`src/rtl/lcd_nibble_writer.sv`:
```
// lcd_nibble_writer: sends one byte + register select to a character LCD as two nibbles (upper first)
//
// Ports:
//   clk       system clock, all logic on rising edge
//   reset     asynchronous, active-low reset
//   in_valid  byte request
//   in_data   byte to send
//   in_rs     register select for the byte (0 = command, 1 = data)
//   in_ready  writer idle, can accept a byte
//   done      one-cycle pulse when a byte fully completes
//   lcd_e     LCD enable strobe
//   lcd_rs    LCD register select
//   lcd_rw    LCD read/write, always 0
//   lcd_db    LCD data nibble
//
// Optional feature: define LCD_LONG_CMD_DELAY_EN to stretch the post-byte wait to
// 82000 cycles after the clear (8'h01) and home (8'h02/8'h03) commands.
module lcd_nibble_writer #(
    parameter int SETUP_CYC  = 2,
    parameter int E_CYC      = 12,
    parameter int HOLD_CYC   = 1,
    parameter int NIBBLE_GAP = 50,
    parameter int BYTE_GAP   = 2000
) (
    input  logic       clk,
    input  logic       reset,
    input  logic       in_valid,
    input  logic [7:0] in_data,
    input  logic       in_rs,
    output logic       in_ready,
    output logic       done,
    output logic       lcd_e,
    output logic       lcd_rs,
    output logic       lcd_rw,
    output logic [3:0] lcd_db
);
    function automatic int max2(input int a, input int b);
        return a > b ? a : b;
    endfunction

    localparam int MAXD = max2(max2(SETUP_CYC, E_CYC), max2(max2(HOLD_CYC, NIBBLE_GAP), BYTE_GAP));
`ifdef LCD_LONG_CMD_DELAY_EN
    localparam int LONG_CYC = 82000;
    localparam int CW = $clog2(max2(MAXD, LONG_CYC) + 1);
`else
    localparam int CW = $clog2(MAXD) + 1;
`endif

    typedef enum logic [3:0] {
        IDLE, UP_SETUP, UP_PULSE, UP_HOLD, UP_GAP, LO_SETUP, LO_PULSE, LO_HOLD, LO_WAIT
    } state_t;

    state_t          state, nxt;
    logic [CW-1:0]   cnt, term;
    logic [3:0]      lo_q;
`ifdef LCD_LONG_CMD_DELAY_EN
    logic            long_q;
`endif

    // term is the last counter value of the current state (duration - 1)
    always_comb begin
        term = CW'(BYTE_GAP - 1);
        case (state)
            UP_SETUP, LO_SETUP: term = CW'(SETUP_CYC - 1);
            UP_PULSE, LO_PULSE: term = CW'(E_CYC - 1);
            UP_HOLD, LO_HOLD:   term = CW'(HOLD_CYC - 1);
            UP_GAP:             term = CW'(NIBBLE_GAP - 1);
`ifdef LCD_LONG_CMD_DELAY_EN
            LO_WAIT:            term = long_q ? CW'(LONG_CYC - 1) : CW'(BYTE_GAP - 1);
`endif
            default:            term = CW'(BYTE_GAP - 1);
        endcase
    end

    assign nxt = (state == LO_WAIT) ? IDLE : state_t'(state + 4'd1);

    always_ff @(posedge clk or negedge reset) begin
        if (!reset) begin
            state    <= IDLE;
            cnt      <= '0;
            lo_q     <= '0;
`ifdef LCD_LONG_CMD_DELAY_EN
            long_q   <= 1'b0;
`endif
            in_ready <= 1'b1;
            done     <= 1'b0;
            lcd_e    <= 1'b0;
            lcd_rs   <= 1'b0;
            lcd_rw   <= 1'b0;
            lcd_db   <= 4'h0;
        end else begin
            done   <= 1'b0;
            lcd_rw <= 1'b0;
            if (state == IDLE) begin
                if (in_valid && in_ready) begin
                    state    <= UP_SETUP;
                    cnt      <= '0;
                    lo_q     <= in_data[3:0];
`ifdef LCD_LONG_CMD_DELAY_EN
                    // clear (01) and home (02/03) commands need the long execution wait
                    long_q   <= !in_rs && (in_data[7:2] == 6'd0) && (in_data[1:0] != 2'd0);
`endif
                    lcd_rs   <= in_rs;
                    lcd_db   <= in_data[7:4];
                    in_ready <= 1'b0;
                end
            end else if (cnt == term) begin
                state <= nxt;
                cnt   <= '0;
                // outputs are registered, so they are set on the edge that enters the state
                lcd_e <= (nxt == UP_PULSE) || (nxt == LO_PULSE);
                if (nxt == LO_SETUP)
                    lcd_db <= lo_q;
                if (nxt == IDLE) begin
                    in_ready <= 1'b1;
                    done     <= 1'b1;
                end
            end else begin
                cnt <= cnt + 1'b1;
            end
        end
    end
endmodule

```
`config.mk`:
```
export PLATFORM = sky130hd
export DESIGN_NAME = lcd_nibble_writer
export DESIGN_NICKNAME = d
export VERILOG_FILES = /design/src/rtl/lcd_nibble_writer.sv
export SDC_FILE = /design/constraint.sdc
export NUM_CORES = 1
export LEC_CHECK = 0
export CAP_MARGIN = 20
export CORE_MARGIN = 5
export CORE_UTILIZATION = 52
export CTS_CLUSTER_SIZE = 30
export DETAILED_ROUTE_END_ITERATION = 10
export GPL_ROUTABILITY_DRIVEN = 1
export PLACE_DENSITY = 0.75
export SLEW_MARGIN = 5
export SYNTH_ARGS = -nofsm -noshare
export SYNTH_HDL_FRONTEND = slang
export SYNTH_SLANG_ARGS = --single-unit
```
`constraint.sdc`:
```
create_clock -name clk -period 3 [get_ports clk]
set_input_delay 0.6 -clock clk [delete_from_list [all_inputs] [get_ports clk]]
set_output_delay 0.6 -clock clk [all_outputs]
set_load 0.01 [all_outputs]
```
; Word level (Yosys, flattened, before mapping)
; Cells that the tools add are included.
; W data, S select, Z words.
[word_totals]
latchBits = 0
word_cells = 58
output_inout_bits = 9
mem_bits_ro = 0
ram_bits = 0
memories = 0
register_bits = 28
[classes]
n_shift = 0
reduce_logical = 15
n_lt_le_gt_ge = 0
add_sub_neg = 2
n_mul = 0
div = 0
bitwise_logic = 1
eq_ne = 13
muxes = 19
[ops]
columns = operator, count
row1 = $pmux W11 S4, 1
row2 = $mux W12, 3
row3 = $mux W4, 8
row4 = $eq A4 B3 Y1 const B, 6
row5 = $add A12 B1 Y12 const B, 1
row6 = $eq A12 B12 Y1, 1
row7 = $eq A4 B2 Y1 const B, 3
row8 = $logic_not A4 Y1, 2
row9 = $mux W1, 7
row10 = $reduce_and A2 Y1, 3
row11 = $reduce_and A3 Y1, 2
row12 = $reduce_bool A2 Y1, 3
row13 = $reduce_or A2 Y1, 3
row14 = $add A4 B1 Y4 const B, 1
row15 = $eq A4 B1 Y1 const B, 1
row16 = $eq A4 B4 Y1 const B, 1
row17 = $ne A2 B1 Y1 const B, 1
row18 = $logic_and A1 B1 Y1, 1
row19 = $logic_or A1 B1 Y1, 1
row20 = $not A1 Y1, 1

; Longest topological paths before layout
; Gate-level depths: netlist of run 1.
[logic_depth]
ltp_word = 6
depth_mapped = 9
mapped_depth_nobuf = 7

; Worst setup path before layout of run 1
; Ideal clock, no wire load.
[synth_path]
kind = reg-to-reg
startpoint = register state[0]
endpoint = register lcd_db[0]
slack_ps = 490
n_path_buf = 1
setup_ps = 127
arrival_ps = 2383
required_time_ps = 2873
path_stages_with_launch = 9
path_cell_list = dfrtp_1 inv_1 ha_1 buf_6 nor2b_1 or3_4 a2111oi_4 o221a_4 mux2_1
[synth_via]
elab_chain_cells = 6
word_cells_on_any_way = 22
cone_classes = 1 x add/sub / 11 x eq/ne / 3 x mux / 7 x reduce/logical
[synth_rtl]
columns = element, line
row1 = from (decl), 53  ; state_t state, nxt;
row2 = from (signal assigned), 108  ; state <= nxt;
row3 = "$eq A4 B2 Y1, or another cell as far along", 63  ; case (state)
row4 = $reduce_or A2 Y1, 63
row5 = $pmux W11 S4, 63
row6 = $eq A12 B12 Y1, 107  ; end else if (cnt == term) begin
row7 = $reduce_bool A2 Y1 (no source line), -
row8 = $reduce_and A3 Y1 (no source line), -
row9 = to (signal assigned), 104  ; lcd_db <= in_data[7:4];
row10 = to (signal assigned), 113  ; lcd_db <= lo_q;
row11 = to (decl), 35  ; output logic [3:0] lcd_db
; Parallel ways exist; a longest one is shown, timed or not.
; A chain may end at the register's enable or synchronous reset.

; Worst setup path after layout of run 1
; Same ends and word-level chain as after synthesis.

==> metrics.txt, run 1 <==
Final Hold Violating Endpoints 0; Leak Pwr 0.0008564 uW; sequential area share after synthesis 40.19%; slew margin rel. 66.43%; starting density of the core 53.18%; post_cts resized 0; met2 wire len around 1900 um; routability cong. 0.9592; Reg power frac 58.2%; Die Height between 60 and 70 um; die width a little under 70 um; core area 0.003284 mm2; Worst Skew between 0.004 and 0.005 ns; Max IR drop VDD 0.2896 mV; antenna viol nets, final 0; Net Switching 122.7 uW; syn_nets 188; die area 0.004618 mm2; Tcrit/Tclk final 94.25%; DR DRC count 0; wire per inst 15.90 um; Syn Area/Cell 10.27 um2; clock power share 38.2%; EDFF count, synth 0; cell row count 21; Tmin final 2.827 ns; Num CTS Buffers 3; CTS sink cnt 28; Max FO, Critical Path 11; CTS tree done; internal power approximately 530 uW; nets 207; WL met1 1727 um; Sw Ratio around a fifth; Worst Slack Setup Final 0.1726 ns; DP Worst Slack about 0.21 ns; Overflow after GRT 0; ys async rst share 100.0%; first-pass GRT wire length about 6500 um; mapped cell area 0.001747 mm2; most frequent cell after synthesis dfrtp_1; PwrDens 321.3 mW/mm2; HP Class reg -> reg; final core utilization 61.49%; I/O pins 21; outcome completed; post-synth top area cell dfrtp_1; HPWL after DPL 2792 um; Max Slew Vio Count 0; count of state elements after synthesis 28; cts hold-fix bufs 0; Synth top area share 38.68%; Worst Tran Pin Value 0.5036 ns; MaxCap Viol Count 0; RSZ-0062 raised after global routing false; vias in the first global route roughly 1400; combinational power share under 10%; GRT Util Overall 18.30%; worst setup path class reg -> reg; setup total negative slack 0 ns; setup bufs post-CTS 0; Layout area overhead 15.62%; # diodes 0; Clock transition at path regs 0.15 ns; initial DRC count between 100 and 150; Commonest cells post-synth dfrtp_1, nand2_1, nor2_1, nor3_1, mux2_2; met3 wire len between 90 and 100 um; router iterations before antenna repair 4; Primary FF master, synth dfrtp_1; vias post-DR 1364; Max Freq 353.7 MHz; WP data arrival 3.05 ns; post-synth cell types 43; CP required between 3 and 4 ns; largest cells by area after synthesis dfrtp_1, mux2_2, ha_1; Final Routed Wirelength 3720 um; highest routed layer met4; # setup viols final 0; Fillers ~270; worst skew pair latency 0.33 ns; DR vias/cell 5.829; Critical Path End Type flop; antenna violations before repair 0; Bufs on Longest Clock Path 2; layout cell share with drive strength beyond 1 13.83%; H-Tree Depth 1; Post-Synthesis Cells 170; yosys synthesis warning count 0; Root Buffer clkbuf_4; IO Port Bufs 19; type of origin of the critical path flop; largest net degree at the start of global routing 29
worst max-delay path: stages, from the launching register on:
cell and delay [ns]:
dfrtp_1 0.60, inv_1 0.12, ha_1 0.35, nor2b_1 0.24, or3_4 0.43, a2111oi_4 0.39, o221a_4 0.27, mux2_1 0.33
stage by stage:
stage          hold slack [ns]  power [uW]  area (um2)  cells
2_1_floorplan           0.3044       386.3        1747    170
3_3_place_gp            0.4717       407.7        1967    230
3_5_place_dp            0.4790       408.3        1967    230
4_1_cts                 0.5260       656.0        2019    234
5_1_grt                 0.5574       675.4        2019    234
6_report                0.5180       648.8        2019    234
flip-flops by register name (all words and copies together) (netlist names):
register  flops
cnt          12
done          1
in_ready      1
lcd_db        4
lcd_e         1
lcd_rs        1
lo_q          4
state         4
layout make-up:
type | instances | area [um2] | area share (%)
Multi-Input combinational cell | 129 | 972.2 | 48.14
Sequential cell | 28 | 701.9 | 34.76
Inverter | 4 | 15.01 | 0.7435
Tap cell | 46 | 57.56 | 2.850
Clock buffer | 3 | 22.52 | 1.115
Timing Repair Buffer | 23 | 220.2 | 10.90
Clock inverter | 1 | 30.03 | 1.487
path summary, 6_finish.rpt:
path / startpoint / to / slack [ns] / cells after the start
setup / recovery: state[0]$_DFFE_PN0P_ / lcd_db[0]$_DFFE_PN0P_ / 0.17 / 7
hold / removal: lcd_db[3]$_DFFE_PN0P_ / lcd_db[3]$_DFFE_PN0P_ / 0.52 / 1
setup reg to reg: state[0]$_DFFE_PN0P_ / lcd_db[0]$_DFFE_PN0P_ / 0.17 / 7
hold reg to reg: lcd_db[3]$_DFFE_PN0P_ / lcd_db[3]$_DFFE_PN0P_ / 0.52 / 1
max in group asynchronous: reset / in_ready$_DFFE_PN1P_ / 2.06 / 2
min in group asynchronous: reset / cnt[6]$_DFFE_PN0P_ / 0.62 / 2
placed cells by master (no fill, tap or decap), types with 4 or more instances in the layout:
| master | count |
|---|---|
| dfrtp_1 | 27 |
| clkdlybuf4s50_1 | 19 |
| nand2_1 | 18 |
| nor2_1 | 13 |
| nor3_1 | 12 |
| mux2_2 | 9 |
| xor2_1 | 6 |
| ha_1 | 6 |
| and3_1 | 5 |
| nand3_1 | 5 |
| nand4_1 | 5 |
| inv_1 | 4 |
| o21ai_0 | 4 |
| mux2_1 | 4 |
| a22o_1 | 4 |
| xnor2_1 | 4 |
| buf_4 | 4 |
cell families after synthesis:
kind of cell,Yosys count,synth area share (%)
multiplexers,17,11.25
flip-flops,28,40.19
adder cells (fa/ha/maj),6,4.298
buffers and inverters,13,4.155
other,1,0.2147
AO/OA/AOI/OAI,25,14.54
AND/OR/NAND/NOR,70,20.34
XOR/XNOR,10,5.014
routing by layer:
layer / vias to the layer above / track usage (%)
met5: - / 0
met4: 0 / 4.715
met3: 4 / 2.791
met2: 23 / 30.81
met1: 684 / 24.51
li1: 653 / -
power groups by stage:
stage | Combinational, uW | Sequential (uW) | Clock [uW]
after floorplan | 1.64 | 385 | 0
after global placement | 23.1 | 385 | 0
after detailed placement | 23.7 | 385 | 0
after CTS | 23.8 | 378 | 254
after global routing | 26.0 | 378 | 272
final | 23.2 | 378 | 248
Note: power is estimated with default switching activity, not from simulation.
==> run 2: changes to the inputs <==
--- a/config.mk
+++ b/config.mk
@@ -11,7 +11,7 @@
 export CTS_CLUSTER_SIZE = 30
 export DETAILED_ROUTE_END_ITERATION = 10
 export GPL_ROUTABILITY_DRIVEN = 1
-export PLACE_DENSITY = 0.75
+export PLACE_DENSITY_LB_ADDON = 0.12
 export SLEW_MARGIN = 5
 export SYNTH_ARGS = -nofsm -noshare
 export SYNTH_HDL_FRONTEND = slang
==> run 2 against run 1 <==
First-iteration DRC count shrank 26%. Global-route usage shrank 1.5 points. Sequential cell count is the same. Sequential share of layout area shrank 0.26 points. Total power shrank 1.0%. Register-to-register slack gained 0.24 ns. Maximum frequency grew 9.5%. Die area is the same. Clock skew grew 0.0069 ns. Critical path depth is the same. Final area grew 0.74%. Largest cell class unchanged. Highest routed layer unchanged.
==> metrics.txt, run 2 (synthesis results as in run 1) <==
outcome completed; critical path endpoint lcd_e$_DFFE_PN0P_; post_cts resized 0 (unchanged); starting density of the core 53.18% (unchanged); worst setup path class reg -> reg; core area 0.003284 mm2 (unchanged); die area 0.004618 mm2 (unchanged); Sw Ratio 18.08% (-0.84 points); DP Area 0.001982 mm2 (+0.76%); Bufs on Longest Clock Path 2 (unchanged); routability cong. 0.8384 (-13%); Critical Path End Type flop; Clock transition at path regs 0.15 ns (about the same); Worst Slack Setup Final 0.4172 ns (+0.2446 ns); DP Worst Slack 0.4570 ns (+0.2495 ns); reg2reg start state[1]$_DFFE_PN0P_; internal power 526.1 uW (about the same); Num CTS Buffers 3 (unchanged); MaxCap Viol Count 0 (unchanged); Worst Tran Pin Value 0.5406 ns (+0.03702 ns); Max Freq 387.2 MHz (+9.5%); WP data arrival 2.80 ns (-0.25 ns); initial DRC count 75 (-26%); PwrDens 315.6 mW/mm2 (-1.7%); r2r endpoint lcd_e$_DFFE_PN0P_; Root Buffer clkbuf_4; CP startpoint state[1]$_DFFE_PN0P_; type of origin of the critical path flop; worst skew pair latency 0.33 ns (about the same); antenna violations before repair 0 (unchanged); DR DRC count 0 (unchanged); DR vias/cell 5.703 (-2.2%); Max IR drop VDD 0.2184 mV (-25%); cts hold-fix bufs 0 (unchanged); first-pass GRT wire length 5927 um (-9.4%); router iterations before antenna repair 4 (unchanged); Final Routed Wirelength 3411 um (-8.3%); slew margin rel. 63.85% (-2.6 points); die width 67.96 um (unchanged); wire per inst 14.45 um (-9.1%); Die Height 67.96 um (unchanged); Net Switching 116.1 uW (-5.4%); Tcrit/Tclk final 86.09% (-8.2 points); Max FO, Critical Path 10 (-1); HP Class reg -> reg; setup bufs post-CTS 0 (unchanged); commonest non-fill, non-tap cell in the layout dfrtp_1; I/O pins 21 (unchanged); nets 209 (+0.97%); commonest non-fill, non-tap cells in the layout dfrtp_1, clkdlybuf4s50_1, nand2_1; IO Port Bufs 19 (unchanged); Overflow after GRT 0 (unchanged); Max Slew Vio Count 0 (unchanged); CTS sink cnt 28 (unchanged); GRT Util Overall 16.77% (-1.5 points); # setup viols final 0 (unchanged); Worst Skew 0.01120 ns (+0.006895 ns); H-Tree Depth 1 (unchanged); cell row count 21 (unchanged); CP required 3.22 ns (about the same); Layout area overhead 16.48%; Reg power frac 58.8% (+0.6 points); largest net degree at the start of global routing 18 (-38%); setup total negative slack 0 ns (unchanged); Final Instance Area 0.002034 mm2 (+0.74%); worst-case reg-to-reg path depth 7 (unchanged); # diodes 0 (unchanged); antenna viol nets, final 0 (unchanged); vias in the first global route 1300 (-7.9%); Leak Pwr 0.0008673 uW (+1.3%); clock power share 37.6% (-0.6 points); CTS tree done; Final Hold Violating Endpoints 0 (unchanged); vias post-DR 1346 (-1.3%); register with the highest flop count cnt; HPWL after DPL 2668 um (-4.4%); Largest register FFs 12 (unchanged); R2R setup slack 0.42 ns (+0.24 ns); layout cell share with drive strength beyond 1 14.74% (+0.91 points); combinational power share 3.6% (about the same); RSZ-0062 raised after global routing false; Tmin final 2.583 ns (-0.2446 ns)
run 2: cell count changes in the layout (fill, tap and decap cells not counted):
| cell | delta |
|---|---|
| buf_4 | +2 |
run 2: layout make-up:
cell class | count | area [um2]
fillers | 273 | 1250
multi-input cells | 129 | 972.2
flip-flops and latches | 28 | 701.9
repair buffers | 25 | 235.2
well taps | 46 | 57.56
clock inverters | 1 | 30.03
clock buffers | 3 | 22.52
inverters | 4 | 15.01
run 2: through the flow:
| step | util (%) | hold WS [ns] | std cells | power (uW) |
|---|---|---|---|---|
| floorplan | - | 0.3044 | 170 | 386.3 |
| global placement | 60.34 | 0.4738 | 232 | 408.0 |
| detailed placement | 60.34 | 0.4781 | 232 | 408.6 |
| CTS | 61.94 | 0.5119 | 236 | 652.1 |
| global route | 61.94 | 0.5341 | 236 | 673.9 |
| finish | 61.94 | 0.5074 | 236 | 642.2 |
run 2: worst max-delay path, stage by stage (launching register included):
cell and delay, ns:
dfrtp_1 0.44, inv_1 0.11, ha_1 0.32, a2111oi_4 0.37, nor2_1 0.11, o32ai_4 0.44
and4_1 0.36, mux2_4 0.32
run 2: power by group through the flow:
stage	sequential, uW	clock, uW	combinational [uW]
6_report	378	242	22.9
5_1_grt	378	270	25.9
4_1_cts	378	251	23.7
3_5_place_dp	385	0	24.0
3_3_place_gp	385	0	23.4
2_1_floorplan	385	0	1.64
run 2: worst min-delay path by stage:
stage	start	endpoint	slack (ns)	depth (start not counted)
after floorplan	reset	cnt[0]$_DFFE_PN0P_	0.30	0
final	lcd_db[3]$_DFFE_PN0P_	lcd_db[3]$_DFFE_PN0P_	0.51	1
after CTS	lcd_db[3]$_DFFE_PN0P_	lcd_db[3]$_DFFE_PN0P_	0.51	1
after global routing	lcd_db[0]$_DFFE_PN0P_	lcd_db[0]$_DFFE_PN0P_	0.53	1
after global placement	lcd_db[1]$_DFFE_PN0P_	lcd_db[1]$_DFFE_PN0P_	0.47	1
after detailed placement	lcd_db[1]$_DFFE_PN0P_	lcd_db[1]$_DFFE_PN0P_	0.48	1
run 2: routing by layer:
layer	global-route usage [%]	share of wire [%]	up-vias
met5	0	0	-
met4	7.444	0.91	0
met3	1.970	2.7	4
met2	26.59	49	27
met1	22.91	48	664
li1	-	-	651
